`src/rtl/note_sequencer.sv`:
```
// note_sequencer
// Buffers 40-bit note words in a small FIFO and plays them one at a time as a
// square wave on `tone`, toggling at the note's half-period for the note's
// duration (in ticks of TICK_CYCLES clocks).
//
// Optional build macro: NOTE_GAP_EN -- when defined, a silent GAP state of
// GAP_TICKS ticks is inserted after every note; when undefined, notes play
// back-to-back.
//
// Ports:
//   clk          system clock
//   reset        synchronous, active-high reset
//   note_in      [39:20] half-period in clk cycles (0 = rest), [19:0] duration in ticks
//   note_valid   note_in valid this cycle
//   note_ready   FIFO not full (decoded from the registered count)
//   enable       playback enable, low pauses everything
//   tone         registered square-wave output
//   playing      high while a note (or gap) is in progress
//   fifo_count   number of buffered notes
//   underrun     one-cycle pulse when a note ends with the FIFO empty
module note_sequencer #(
    parameter int FIFO_DEPTH  = 4,
    parameter int TICK_CYCLES = 48000,
    parameter int GAP_TICKS   = 10
) (
    input  logic                        clk,
    input  logic                        reset,
    input  logic [39:0]                 note_in,
    input  logic                        note_valid,
    output logic                        note_ready,
    input  logic                        enable,
    output logic                        tone,
    output logic                        playing,
    output logic [$clog2(FIFO_DEPTH):0] fifo_count,
    output logic                        underrun
);

    localparam int PTR_W = $clog2(FIFO_DEPTH);
    localparam int CNT_W = PTR_W + 1;
    localparam logic [19:0] TICK_LAST = 20'(TICK_CYCLES - 1);
`ifdef NOTE_GAP_EN
    localparam logic [19:0] GAP_LAST = 20'(GAP_TICKS - 1);
`endif

`ifdef NOTE_GAP_EN
    typedef enum logic [1:0] {ST_IDLE = 2'd0, ST_PLAY = 2'd1, ST_GAP = 2'd2} state_t;
`else
    typedef enum logic [1:0] {ST_IDLE = 2'd0, ST_PLAY = 2'd1} state_t;
`endif

    state_t              state_q, state_d;
    logic [39:0]         mem_q [FIFO_DEPTH];
    logic [PTR_W-1:0]    wr_ptr_q, rd_ptr_q;
    logic [CNT_W-1:0]    count_q, count_d;
    logic [19:0]         period_q, period_d;
    logic [19:0]         dur_q, dur_d;
    logic [19:0]         hp_q, hp_d;
    logic [19:0]         pre_q, pre_d;
    logic                phase_q, phase_d;
    logic                tone_q, tone_d;
    logic                playing_q, playing_d;
    logic                underrun_q, underrun_d;
`ifdef NOTE_GAP_EN
    logic [19:0]         gap_q, gap_d;
`endif

    logic                push_s, pop_s, fifo_empty_s, tick_wrap_s, note_end_s;
    logic [39:0]         head_s;

    assign note_ready   = (count_q != CNT_W'(FIFO_DEPTH));
    assign push_s       = note_valid && note_ready;
    assign fifo_empty_s = (count_q == {CNT_W{1'b0}});
    assign head_s       = mem_q[rd_ptr_q];
    assign tick_wrap_s  = (pre_q == TICK_LAST);

    assign tone       = tone_q;
    assign playing    = playing_q;
    assign fifo_count = count_q;
    assign underrun   = underrun_q;

    // FIFO occupancy: a push and a pop on the same edge leave the count unchanged
    always_comb begin
        count_d = count_q;
        case ({push_s, pop_s})
            2'b10:   count_d = count_q + CNT_W'(1);
            2'b01:   count_d = count_q - CNT_W'(1);
            default: count_d = count_q;
        endcase
    end

    // Sequencer next state: note loading, half-period/tick counting, note end
    always_comb begin
        state_d    = state_q;
        period_d   = period_q;
        dur_d      = dur_q;
        hp_d       = hp_q;
        pre_d      = pre_q;
        phase_d    = phase_q;
        pop_s      = 1'b0;
        underrun_d = 1'b0;
        note_end_s = 1'b0;
`ifdef NOTE_GAP_EN
        gap_d      = gap_q;
`endif
        case (state_q)
            ST_IDLE: begin
                phase_d = 1'b0;
                if (enable && !fifo_empty_s) begin
                    pop_s    = 1'b1;
                    period_d = head_s[39:20];
                    dur_d    = head_s[19:0];
                    hp_d     = 20'd0;
                    pre_d    = 20'd0;
                    state_d  = ST_PLAY;
                end else begin
                    state_d  = ST_IDLE;
                end
            end
            ST_PLAY: begin
                // Everything holds while paused, so the phase resumes intact
                if (enable) begin
                    if (period_q == 20'd0) begin
                        phase_d = 1'b0;
                    end else if (hp_q == period_q - 20'd1) begin
                        hp_d    = 20'd0;
                        phase_d = ~phase_q;
                    end else begin
                        hp_d    = hp_q + 20'd1;
                    end
                    if (tick_wrap_s) begin
                        pre_d = 20'd0;
                        if (dur_q != 20'd0) begin
                            dur_d = dur_q - 20'd1;
                        end else begin
                            dur_d = dur_q;
                        end
                    end else begin
                        pre_d = pre_q + 20'd1;
                    end
                    // A zero-duration note ends after its first PLAY cycle
                    note_end_s = (dur_q == 20'd0) || (tick_wrap_s && (dur_q == 20'd1));
                    if (note_end_s) begin
                        phase_d = 1'b0;
                        hp_d    = 20'd0;
                        pre_d   = 20'd0;
`ifdef NOTE_GAP_EN
                        gap_d      = 20'd0;
                        state_d    = ST_GAP;
                        underrun_d = fifo_empty_s;
`else
                        if (!fifo_empty_s) begin
                            pop_s    = 1'b1;
                            period_d = head_s[39:20];
                            dur_d    = head_s[19:0];
                        end else begin
                            state_d    = ST_IDLE;
                            underrun_d = 1'b1;
                        end
`endif
                    end else begin
                        state_d = ST_PLAY;
                    end
                end else begin
                    state_d = ST_PLAY;
                end
            end
`ifdef NOTE_GAP_EN
            ST_GAP: begin
                if (enable) begin
                    if (tick_wrap_s) begin
                        pre_d = 20'd0;
                        if (gap_q == GAP_LAST) begin
                            if (!fifo_empty_s) begin
                                pop_s    = 1'b1;
                                period_d = head_s[39:20];
                                dur_d    = head_s[19:0];
                                hp_d     = 20'd0;
                                state_d  = ST_PLAY;
                            end else begin
                                state_d  = ST_IDLE;
                            end
                        end else begin
                            gap_d = gap_q + 20'd1;
                        end
                    end else begin
                        pre_d = pre_q + 20'd1;
                    end
                end else begin
                    state_d = ST_GAP;
                end
            end
`endif
            default: begin
                state_d = ST_IDLE;
            end
        endcase
        // Output decode from next state; tone is silenced while paused
        tone_d    = (state_d == ST_PLAY) && enable && phase_d;
        playing_d = (state_d != ST_IDLE);
    end

    // FIFO storage (data needs no reset: only slots covered by count are read)
    always_ff @(posedge clk) begin
        if (push_s && !reset) begin
            mem_q[wr_ptr_q] <= note_in;
        end
    end

    // FIFO pointers/count and sequencer registers
    always_ff @(posedge clk) begin
        if (reset) begin
            wr_ptr_q   <= {PTR_W{1'b0}};
            rd_ptr_q   <= {PTR_W{1'b0}};
            count_q    <= {CNT_W{1'b0}};
            state_q    <= ST_IDLE;
            period_q   <= 20'd0;
            dur_q      <= 20'd0;
            hp_q       <= 20'd0;
            pre_q      <= 20'd0;
            phase_q    <= 1'b0;
            tone_q     <= 1'b0;
            playing_q  <= 1'b0;
            underrun_q <= 1'b0;
`ifdef NOTE_GAP_EN
            gap_q      <= 20'd0;
`endif
        end else begin
            if (push_s) begin
                wr_ptr_q <= wr_ptr_q + PTR_W'(1);
            end
            if (pop_s) begin
                rd_ptr_q <= rd_ptr_q + PTR_W'(1);
            end
            count_q    <= count_d;
            state_q    <= state_d;
            period_q   <= period_d;
            dur_q      <= dur_d;
            hp_q       <= hp_d;
            pre_q      <= pre_d;
            phase_q    <= phase_d;
            tone_q     <= tone_d;
            playing_q  <= playing_d;
            underrun_q <= underrun_d;
`ifdef NOTE_GAP_EN
            gap_q      <= gap_d;
`endif
        end
    end

endmodule
```
`config.mk`:
```
export PLATFORM = sky130hd
export DESIGN_NAME = note_sequencer
export DESIGN_NICKNAME = d
export VERILOG_FILES = /design/src/rtl/note_sequencer.sv
export SDC_FILE = /design/constraint.sdc
export NUM_CORES = 1
export LEC_CHECK = 0
export ABC_AREA = 1
export BUFFER_PORTS_ARGS = -buffer_cell sky130_fd_sc_hd__buf_2
export CORE_MARGIN = 3
export CORE_UTILIZATION = 41
export CTS_BUF_LIST = sky130_fd_sc_hd__clkbuf_8
export DETAILED_ROUTE_END_ITERATION = 16
export SYNTH_ARGS = -nofsm -noshare
export SYNTH_HDL_FRONTEND = slang
export SYNTH_SLANG_ARGS = --single-unit
```
`constraint.sdc`:
```
create_clock -name clk -period 2.5 [get_ports clk]
set_input_delay 0 -clock clk [delete_from_list [all_inputs] [get_ports clk]]
set_output_delay 0 -clock clk [all_outputs]
set_load 0.02 [all_outputs]
```
==> out/results.ini, run 1 <==
[yosys]
synth_warnings=0
ys_seq_elements=255
ys.flop_type=edfxtp_1
ys_seq_area_share_pct=55.1
yosys.area.top_type_share_pct=39.5
netlist_area_um2=12200
syn_avg_cell_area_um2=8.81
synth_commonest_cells=nand2_1 (241), nor2_1 (209), edfxtp_1 (160)
synth_edf_count=160
synth.area.top_cells=edfxtp_1 (39%), dfxtp_1 (16%), nand2_1 (7.4%), nor2_1 (6.4%), o21ai_0 (5.3%)
synth_cells=1382
postSynth.asyncResetShare_pct=0
synth_area_leader_cell=edfxtp_1
ys_types=53
syn-num-nets=1437
yosysMostFrequentCell=nand2_1

[final_layout]
final_util_pct=50.0
stdcell_area_um2=14500
area_growth_pct=19.1
drive_above_1_share_pct=14.3
multi_input_area_um2=4750
diodes=0
fill_cells=2792
seq_area_um2=6710
fin_nets=1580

[floorplanning]
ios=51
core_um2=29000
dieWidth_um=178
initial_core_util_pct=42.0
rows=62
die_area_um2=31800
die_h_um=178

[sta]
slew_headroom_pct=62.2
worstMarginPinSlew_ps=561
setup_viol=0
rsz0062_at_grt=true
fmax_mhz=419
hold_viol=0
period_needed_ps=2390
maxSlewViolCount=0
whs_ps=190
setup_tns_ps=0
period_share_pct=95.5
skew_ps=19.0

[critical_path]
critPathLaunch=pre_q[0]
worstRegToRegCells=18
cpPeakStageDelay_ps=350
start_kind=register
crit_path_end_kind=register
crit_cells=18
worstSetupPathType=register to register
crit_family=simple AND/OR/NAND/NOR gates
cp-endpoint=fifo_count[2]
path_buf_inv=3
cpMaxStageDelayCell=dfxtp_2
path_cells=ha_4 -> nand3_2 -> nor2_2 -> nand2_2 -> nor2_4 -> inv_2 -> nor2_4 -> nand3_2 -> nand3_2 -> nand2_2 -> clkinv_4 -> ha_1 -> inv_2 -> fa_2 -> a21oi_2 -> o21ai_1 -> o21ai_1 -> a21oi_1
rrSetupSlack_ps=110
crit_path_max_fanout=3
required_ps=2930
cp_common_cell=nand3_2
critical_path_arrival_ps=2820
rr_endpoint=fifo_count[2]
r2r-start=pre_q[0]

[clock_network]
cts_tree=built
numCtsBuffers=45
cts.path.max_buffers=3
cts-htree-levels=2
cts_sinks=255
clkTransAtPathRegs_ps=60
clk_latency_ps=560
root_buffer=clkbuf_8

[drt]
wl_per_cell_um=15.2
ant_nets=0
drc_errors=0
drt_iter0_markers=820
vias_per_cell=5.11
wirelength_mm=29.5
vias=9922
dr.pass1.iters=5

[status]
status=complete, no violations

[grt]
grt_pass1_vias=9467
overflow=0
grt_max_degree=81
antenna_found_initial=0
grt_use_total_pct=18.7
grt_first_pass_wirelength_mm=48.3

[place]
io_buffers=50
place_congestion=0.885
placed_area_um2=13200
post-dp-hpwl_mm=19.3

[flow_run]
maxCapViolations=0

[pwr]
clkPwrFrac_pct=33.7
p_per_area_nw_per_um2=731
power.leakage_nw=5.61
p_sw_share_pct=31.1
p_switching_w=0.00330
ir_worst_vdd_mv=0.568
power.internal_w=0.00731
pwr-share-comb_pct=21.3
power_frac_seq_pct=45.1

[min_path]
min_path_type=input port to register

power by group through the flow:
stage | Sequential [W] | Clock (W) | Combinational, W
after global routing | 0.00480 | 0.00386 | 0.00256
after detailed placement | 0.00486 | 0 | 0.00213
after CTS | 0.00478 | 0.00369 | 0.00219
final | 0.00478 | 0.00357 | 0.00225
after global placement | 0.00486 | 0 | 0.00212
after floorplan | 0.00486 | 0 | 0.00152
per-layer routing:
layer / track usage [%] / vias up / wire, µm
li1: - / 5005 / -
met1: 26.9 / 4611 / 14200
met2: 29.2 / 256 / 13100
met3: 3.24 / 50 / 1670
met4: 5.32 / 0 / 563
met5: 0 / - / 0
worst min path at each step:
stage,slack [ps],depth (start not counted),from,endpoint
after floorplan,90,1,reset,underrun
after global placement,210,1,note_in[9],mem_q[0][9]
after detailed placement,210,1,note_in[18],mem_q[0][18]
after CTS,160,2,note_in[36],mem_q[2][36]
after global routing,180,2,note_in[11],mem_q[1][11]
final,190,2,note_in[36],mem_q[2][36]
sequential cells by signal (all words and copies together), names as in the netlist, named ones only:
| name | count |
|---|---|
| state_q | 2 |
| dur_q | 20 |
| fifo_count | 3 |
| pre_q | 20 |
| wr_ptr_q | 2 |
| mem_q | 160 |
| rd_ptr_q | 2 |
| period_q | 20 |
| phase_q | 1 |
| playing | 1 |
| hp_q | 20 |
| tone | 1 |
| underrun | 1 |
layout make-up:
cell class,instances,share of cell area [%]
sequential,255,46.3
inverter,139,3.66
timing repair buffer,151,8.30
clock inverter,27,0.871
tap,384,3.31
clock buffer,51,4.84
multi-input combinational,933,32.7
what timing repair did:
action	in CTS	in global routing
hold buffers	43	0
setup buffers	0	3
gates resized for setup	0	13
endpoints found under the hold margin	171	0
endpoints found under the setup margin	0	21
cell families (layout without fill, tap and decap cells):
logic type	Yosys count	count (layout)	synth area share, %
and+or+nand+nor	621	621	22.3
AOI/OAI and AO/OA	264	264	12.1
DFF	255	255	55.1
buffers and inverters	194	368	6.63
xor gates and xnor gates	36	36	2.59
adders and majority gates	11	11	1.19
other	1	1	0.0308
metrics by stage:
stage | setup WS, ps | instances | total power [W]
3_3_place_gp | 80.1 | 1816 | 0.00698
2_1_floorplan | -586 | 1382 | 0.00638
5_1_grt | -98.8 | 1940 | 0.0112
6_report | 112 | 1940 | 0.0106
4_1_cts | 24.1 | 1937 | 0.0107
3_5_place_dp | 74.3 | 1816 | 0.00700
cell usage in the layout, fill, tap and decap left out, types with 3 or more instances in the layout:
cell           netlist  final
clkbuf_8             0     51
o22ai_1             35     35
edfxtp_1           160    160
xor2_1              29     29
nand3_1             70     69
a31oi_1              8      7
nand3b_1             7      7
o21ai_2              4      4
nor2_1             209    205
nor2_4               3      8
nand3_2              5      5
buf_2                3     50
nand2_2              2      4
inv_2                5      6
nand2_1            241    239
a21oi_1             61     60
nor3_2               4      4
xnor2_1              7      7
clkinv_1             1      6
dfxtp_2              0      3
nor2_2               7      6
dfxtp_1             95     92
nor3_1              27     27
nand4_1             30     30
nor4_1               7      7
buf_4                5     51
inv_1              133    144
o21ai_0            129    127
ha_1                10      8
dlygate4sd3_1        0     43
nor3b_1              4      4
clkinv_2             0      6
buf_12               0      7
o211ai_1            11     11
worst reg2reg max path, stage by stage (launching register included):
cell	delay, ps
dfxtp_2	350
ha_4	140
nand3_2	80
nor2_2	120
nand2_2	80
nor2_4	100
inv_2	60
nor2_4	90
nand3_2	90
nand3_2	70
nand2_2	70
clkinv_4	70
ha_1	150
inv_2	50
fa_2	340
a21oi_2	120
o21ai_1	90
o21ai_1	140
a21oi_1	50
No activity file was read; power rests on OpenSTA's default activity.
==> run 2: changes to the inputs <==
- PLACE_DENSITY: default -> 0.59
==> run 2 against run 1 <==
  * Worst hold slack lost 19 ps
  * Sequential power is essentially flat
  * First-iteration DRC count shrank 7.0%
  * Highest routed layer unchanged
  * Largest power group unchanged
==> out/results.ini, run 2 (synthesis results as in run 1) <==
[pwr]
ir_worst_vdd_mv=0.449
p_per_area_nw_per_um2=728
power.internal_w=0.00732
p_sw_share_pct=31.5
power_frac_seq_pct=44.7
p_switching_w=0.00336
power.leakage_nw=5.70
pwr-share-comb_pct=21.9
clkPwrFrac_pct=33.4

[sta]
maxSlewViolCount=0
worstMarginPinSlew_ps=567
rsz0062_at_grt=true
slew_headroom_pct=62.1
fmax_mhz=413
hold_viol=0
period_needed_ps=2420
period_share_pct=96.9
setup_viol=0
skew_ps=22.8

[flow_run]
maxCapViolations=0

[drt]
wirelength_mm=29.8
ant_nets=0
wl_per_cell_um=15.2
drt_iter0_markers=763
vias=9950
drc_errors=0
dr.pass1.iters=5
vias_per_cell=5.08

[critical_path]
path_cells=ha_4 -> nand3_4 -> nor2_4 -> nand2_2 -> nor2_4 -> inv_2 -> nor2_4 -> nand3_2 -> nand3_2 -> nand2_4 -> clkinv_4 -> ha_4 -> inv_4 -> fa_2 -> a21oi_2 -> o21ai_2 -> o21ai_1 -> a21oi_1
start_kind=register
r2r-start=pre_q[0]
rrSetupSlack_ps=80
crit_path_max_fanout=3
cpPeakStageDelay_ps=370
worstSetupPathType=register to register
cp_common_cell=nor2_4
crit_path_end_kind=register
crit_family=simple AND/OR/NAND/NOR gates
cpMaxStageDelayCell=fa_2
path_buf_inv=3
critical_path_arrival_ps=2880
worstRegToRegCells=18
required_ps=2960
rr_endpoint=fifo_count[2]

[final_layout]
area_growth_pct=20.6
finalNonFillerCells=1958
largest_reg_flops=160
fin_nets=1596
stdcell_area_um2=14700
drive_above_1_share_pct=15.3
largest-register=mem_q
mostFrequentLayoutCells=nand2_1 (238), nor2_1 (204), edfxtp_1 (160)
layout_commonest_cell=nand2_1

[min_path]
min_path_type=input port to register
holdPathStages=2
min_to=mem_q[1][32]
worstHoldStart=note_in[32]

[clock_network]
clkTransAtPathRegs_ps=60
root_buffer=clkbuf_8
numCtsBuffers=46
cts_sinks=255
clk_latency_ps=580
cts.path.max_buffers=3
cts-htree-levels=2
cts_tree=built

[place]
dp_cells=1822
placed_area_um2=13200
post-dp-hpwl_mm=19.5
io_buffers=50
place_congestion=0.879

[floorplanning]
die_h_um=178
dieWidth_um=178
rows=62
ios=51
core_um2=29000
die_area_um2=31800
initial_core_util_pct=42.0

[grt]
antenna_found_initial=0
overflow=0
grt_first_pass_wirelength_mm=48.7
grt_max_degree=81
grt_pass1_vias=9461
grt_use_total_pct=18.9

[status]
status=complete, no violations

run 2: cell count changes in the layout (fill, tap and decap cells not counted), moves of 2 or more:
| cell | delta |
|---|---|
| nand2_4 | +2 |
| ha_4 | +2 |
| inv_12 | +2 |
| inv_1 | +3 |
| buf_4 | +12 |
| clkbuf_8 | -2 |
run 2: worst max path at each step:
stage	from	endpoint	slack, ps	depth (start not counted)
after floorplan	fifo_count[0]	mem_q[0][0]	-590	4
after global placement	pre_q[1]	fifo_count[2]	70	18
after detailed placement	pre_q[0]	fifo_count[2]	50	18
after CTS	pre_q[0]	fifo_count[2]	40	18
after global routing	pre_q[0]	fifo_count[2]	-70	18
final	pre_q[0]	fifo_count[2]	80	18
run 2: layout make-up:
| class | count | area, µm² |
|---|---|---|
| clock buffer | 49 | 674 |
| timing repair buffer | 165 | 1310 |
| clock inverter | 31 | 153 |
| tap | 384 | 480 |
| fill | 2707 | 14300 |
| antenna | 1 | 2.50 |
| inverter | 139 | 533 |
| sequential | 255 | 6710 |
| multi-input combinational | 933 | 4820 |
| timing repair inverter | 1 | 7.51 |
run 2: timing repair:
action / in CTS / in global routing
endpoints found under the setup margin: 0 / 23
resized for setup: 0 / 28
setup buffers: 0 / 11
hold endpoints to repair: 175 / 0
hold buffers: 43 / 0
run 2: per-layer routing:
layer	global-route usage [%]	part of all wire (%)	vias to the layer above
met5	0	0	-
met4	6.10	2.6	0
met3	3.21	4.2	59
met2	29.5	44	191
met1	27.0	49	4664
li1	-	-	5036
run 2: power groups by stage:
stage	registers, W	clock network (W)	logic (W)
2_1_floorplan	0.00486	0	0.00152
3_3_place_gp	0.00486	0	0.00215
3_5_place_dp	0.00486	0	0.00217
4_1_cts	0.00477	0.00369	0.00223
5_1_grt	0.00480	0.00388	0.00267
6_report	0.00478	0.00357	0.00234
run 2: metrics by stage:
step | utilization, % | TNS (ps) | hold WS [ps] | total power (W) | setup slack [ps]
floorplan | - | -93710 | 89.7 | 0.00638 | -586
global placement | 45.5 | 0 | 216 | 0.00701 | 75.0
detailed placement | 45.5 | 0 | 217 | 0.00703 | 48.2
CTS | 49.8 | 0 | 132 | 0.0107 | 41.5
global route | 50.6 | -74.8 | 144 | 0.0113 | -74.8
finish | 50.6 | 0 | 171 | 0.0107 | 78.1
==> run 3: changes to the inputs <==
- ABC_AREA: 1 -> default
- CTS_BUF_LIST: sky130_fd_sc_hd__clkbuf_8 -> sky130_fd_sc_hd__clkbuf_4
- SETUP_SLACK_MARGIN: default -> 0.2
==> run 3 against run 2 <==
  * The flow now finishes with violations (negative setup slack)
  * Total power grew 6.8%
  * Sequential share of layout area fell by 0.84 points
  * Non-clock buffer count increased by 75
  * Largest power group unchanged
==> out/results.ini, run 3 <==
[sta]
maxSlewViolCount=0
slew_headroom_pct=50.3
rsz0062_at_grt=true
setup_viol=41
skew_ps=49.1
fmax_mhz=349
worstMarginPinSlew_ps=738
whs_ps=67.6
period_needed_ps=2870
fin_ws_ps=-368
hold_viol=0
period_share_pct=115
setup_tns_ps=-3300

[min_path]
min_path_type=input port to register

[yosys]
synth_commonest_cells=edfxtp_1 (160), dfxtp_1 (95), nand2_1 (79)
yosys.area.top_type_share_pct=41.9
ys_seq_elements=255
ys_seq_area_share_pct=58.5
ys.flop_type=edfxtp_1
synth_warnings=0
syn_avg_cell_area_um2=12.2
synth_area_leader_cell=edfxtp_1
netlist_area_um2=11500
synth_cells=937
postSynth.asyncResetShare_pct=0
syn-num-nets=992
yosysMostFrequentCell=edfxtp_1
synth_edf_count=160
synth.area.top_cells=edfxtp_1 (42%), dfxtp_1 (17%), mux4_2 (7.9%), a21oi_1 (3.1%), xor2_1 (2.7%)
ys_types=75

[place]
placed_area_um2=13100
post-dp-hpwl_mm=17.1
dp_cells=1429
io_buffers=50
place_congestion=0.847

[floorplanning]
die_h_um=173
core_um2=27300
rows=60
ios=51
die_area_um2=30000
dieWidth_um=173
initial_core_util_pct=42.1

[drt]
wirelength_mm=27.4
vias=8454
drc_errors=0
wl_per_cell_um=16.9
vias_per_cell=5.22
ant_nets=0
drt_iter0_markers=488
dr.pass1.iters=5

[critical_path]
path_cells=or3_4 -> or4_4 -> or2_4 -> o21ai_4 -> nand3_2 -> inv_2 -> ha_4 -> inv_2 -> fa_2 -> xor2_1 -> or3_1 -> a21oi_2
crit_family=simple AND/OR/NAND/NOR gates
path_buf_inv=2
crit_path_end_kind=register
cp_common_cell=inv_2
required_ps=3100
critical_path_arrival_ps=3470
cpMaxStageDelayCell=or4_4
start_kind=register
cpPeakStageDelay_ps=430
crit_path_max_fanout=2
worstSetupPathType=register to register

[clock_network]
cts.path.max_buffers=3
numCtsBuffers=69
cts_tree=built
root_buffer=clkbuf_4
cts_sinks=255
clkTransAtPathRegs_ps=80
clk_latency_ps=700
cts-htree-levels=3

[final_layout]
largest-register=mem_q
area_growth_pct=30.8
stdcell_area_um2=15000
fill_cells=2289
mostFrequentLayoutCells=edfxtp_1 (160), buf_4 (119), clkbuf_4 (99)
largest_reg_flops=160
layout_commonest_cell=edfxtp_1
fin_nets=1250
finalNonFillerCells=1620
drive_above_1_share_pct=34.4

[pwr]
power_frac_seq_pct=42.0
p_switching_w=0.00338
ir_worst_vdd_mv=0.450
clkPwrFrac_pct=33.3
pwr-share-comb_pct=24.7
p_sw_share_pct=29.6
power.internal_w=0.00803
p_per_area_nw_per_um2=761
power.leakage_nw=5.42

[grt]
grt_use_total_pct=18.3
grt_max_degree=41
grt_pass1_vias=8649
overflow=0
grt_first_pass_wirelength_mm=44.7
antenna_found_initial=1

[flow_run]
maxCapViolations=0

[status]
status=finished with violations
violations=negative setup slack

## run 3: cell types whose count changed after synthesis, sizes merged, moves of 15 or more
| cell | previous run | this run |
|---|---|---|
| nand3 | 75 | 26 |
| nor2 | 219 | 63 |
| inv | 138 | 22 |
| mux4 | 0 | 40 |
| and2 | 0 | 15 |
| and3 | 0 | 19 |
| nand2 | 244 | 79 |
| o22ai | 35 | 0 |
| xnor2 | 7 | 25 |
| o21ai | 133 | 28 |
## run 3: worst reg2reg max path, delay by kind of cell, from the launching register on
| family | cells | cell delay [ps] |
|---|---|---|
| buf+inv | 2 | 130 |
| fa+ha+maj | 2 | 450 |
| compound gates | 2 | 250 |
| flops | 1 | 320 |
| xor+xnor | 1 | 150 |
| simple gates | 5 | 1500 |
## run 3: worst paths after layout
path | startpoint | to | slack, ps | cells past startpoint
max | dur_q[12] | fifo_count[2] | -370 | 12
min | note_in[16] | mem_q[0][16] | 70 | 2
max reg2reg | dur_q[12] | fifo_count[2] | -370 | 12
min reg2reg | dur_q[9] | dur_q[9] | 490 | 2
## run 3: logic make-up after synthesis
logic type	after synthesis	share of synthesized area [%]
simple gates	328	15.0
flops	255	58.5
compound gates	158	9.11
buf+inv	75	2.79
xor+xnor	61	4.79
mux	48	8.56
fa+ha+maj	11	1.27
other cells	1	0.0327
## run 3: area by class of cell
class | instances | area (µm²) | share of cell area (%)
flip-flops and latches | 255 | 6730 | 44.8
multi-input cells | 607 | 4800 | 32.0
repair buffers | 240 | 2010 | 13.4
clock buffers | 99 | 743 | 4.96
well taps | 372 | 465 | 3.10
clock inverters | 24 | 163 | 1.08
inverters | 22 | 82.6 | 0.551
diodes | 1 | 2.50 | 0.0167
## run 3: metal layers
layer	share of wire [%]	GRT usage [%]	vias to the layer above
met4	1.9	7.03	0
met1	48	26.1	4071
met3	5.5	3.59	43
met2	45	27.9	218
met5	0	0	-
li1	-	-	4122
## run 3: power by group through the flow
| stage | Clock, W | Combinational, W | Sequential (W) |
|---|---|---|---|
| after CTS | 0.00394 | 0.00264 | 0.00479 |
| final | 0.00380 | 0.00282 | 0.00479 |
| after detailed placement | 0 | 0.00241 | 0.00488 |
| after floorplan | 0 | 0.00151 | 0.00487 |
| after global placement | 0 | 0.00239 | 0.00487 |
| after global routing | 0.00414 | 0.00307 | 0.00481 |
## run 3: what timing repair did
| item | CTS | global route |
|---|---|---|
| cloned | 3 | 0 |
| setup endpoints to repair | 83 | 89 |
| resized for setup | 39 | 36 |
| pin swaps | 14 | 14 |
| endpoints found under the hold margin | 197 | 0 |
| hold buffers | 46 | 0 |
| setup buffers | 10 | 8 |
## run 3: metrics by stage
step                setup WS [ps]  power, W  util (%)
floorplan                    -605   0.00637         -
global placement             -365   0.00727      48.1
detailed placement           -399   0.00729      48.1
CTS                          -399    0.0114      54.2
global route                 -487    0.0120      55.0
finish                       -368    0.0114      55.0
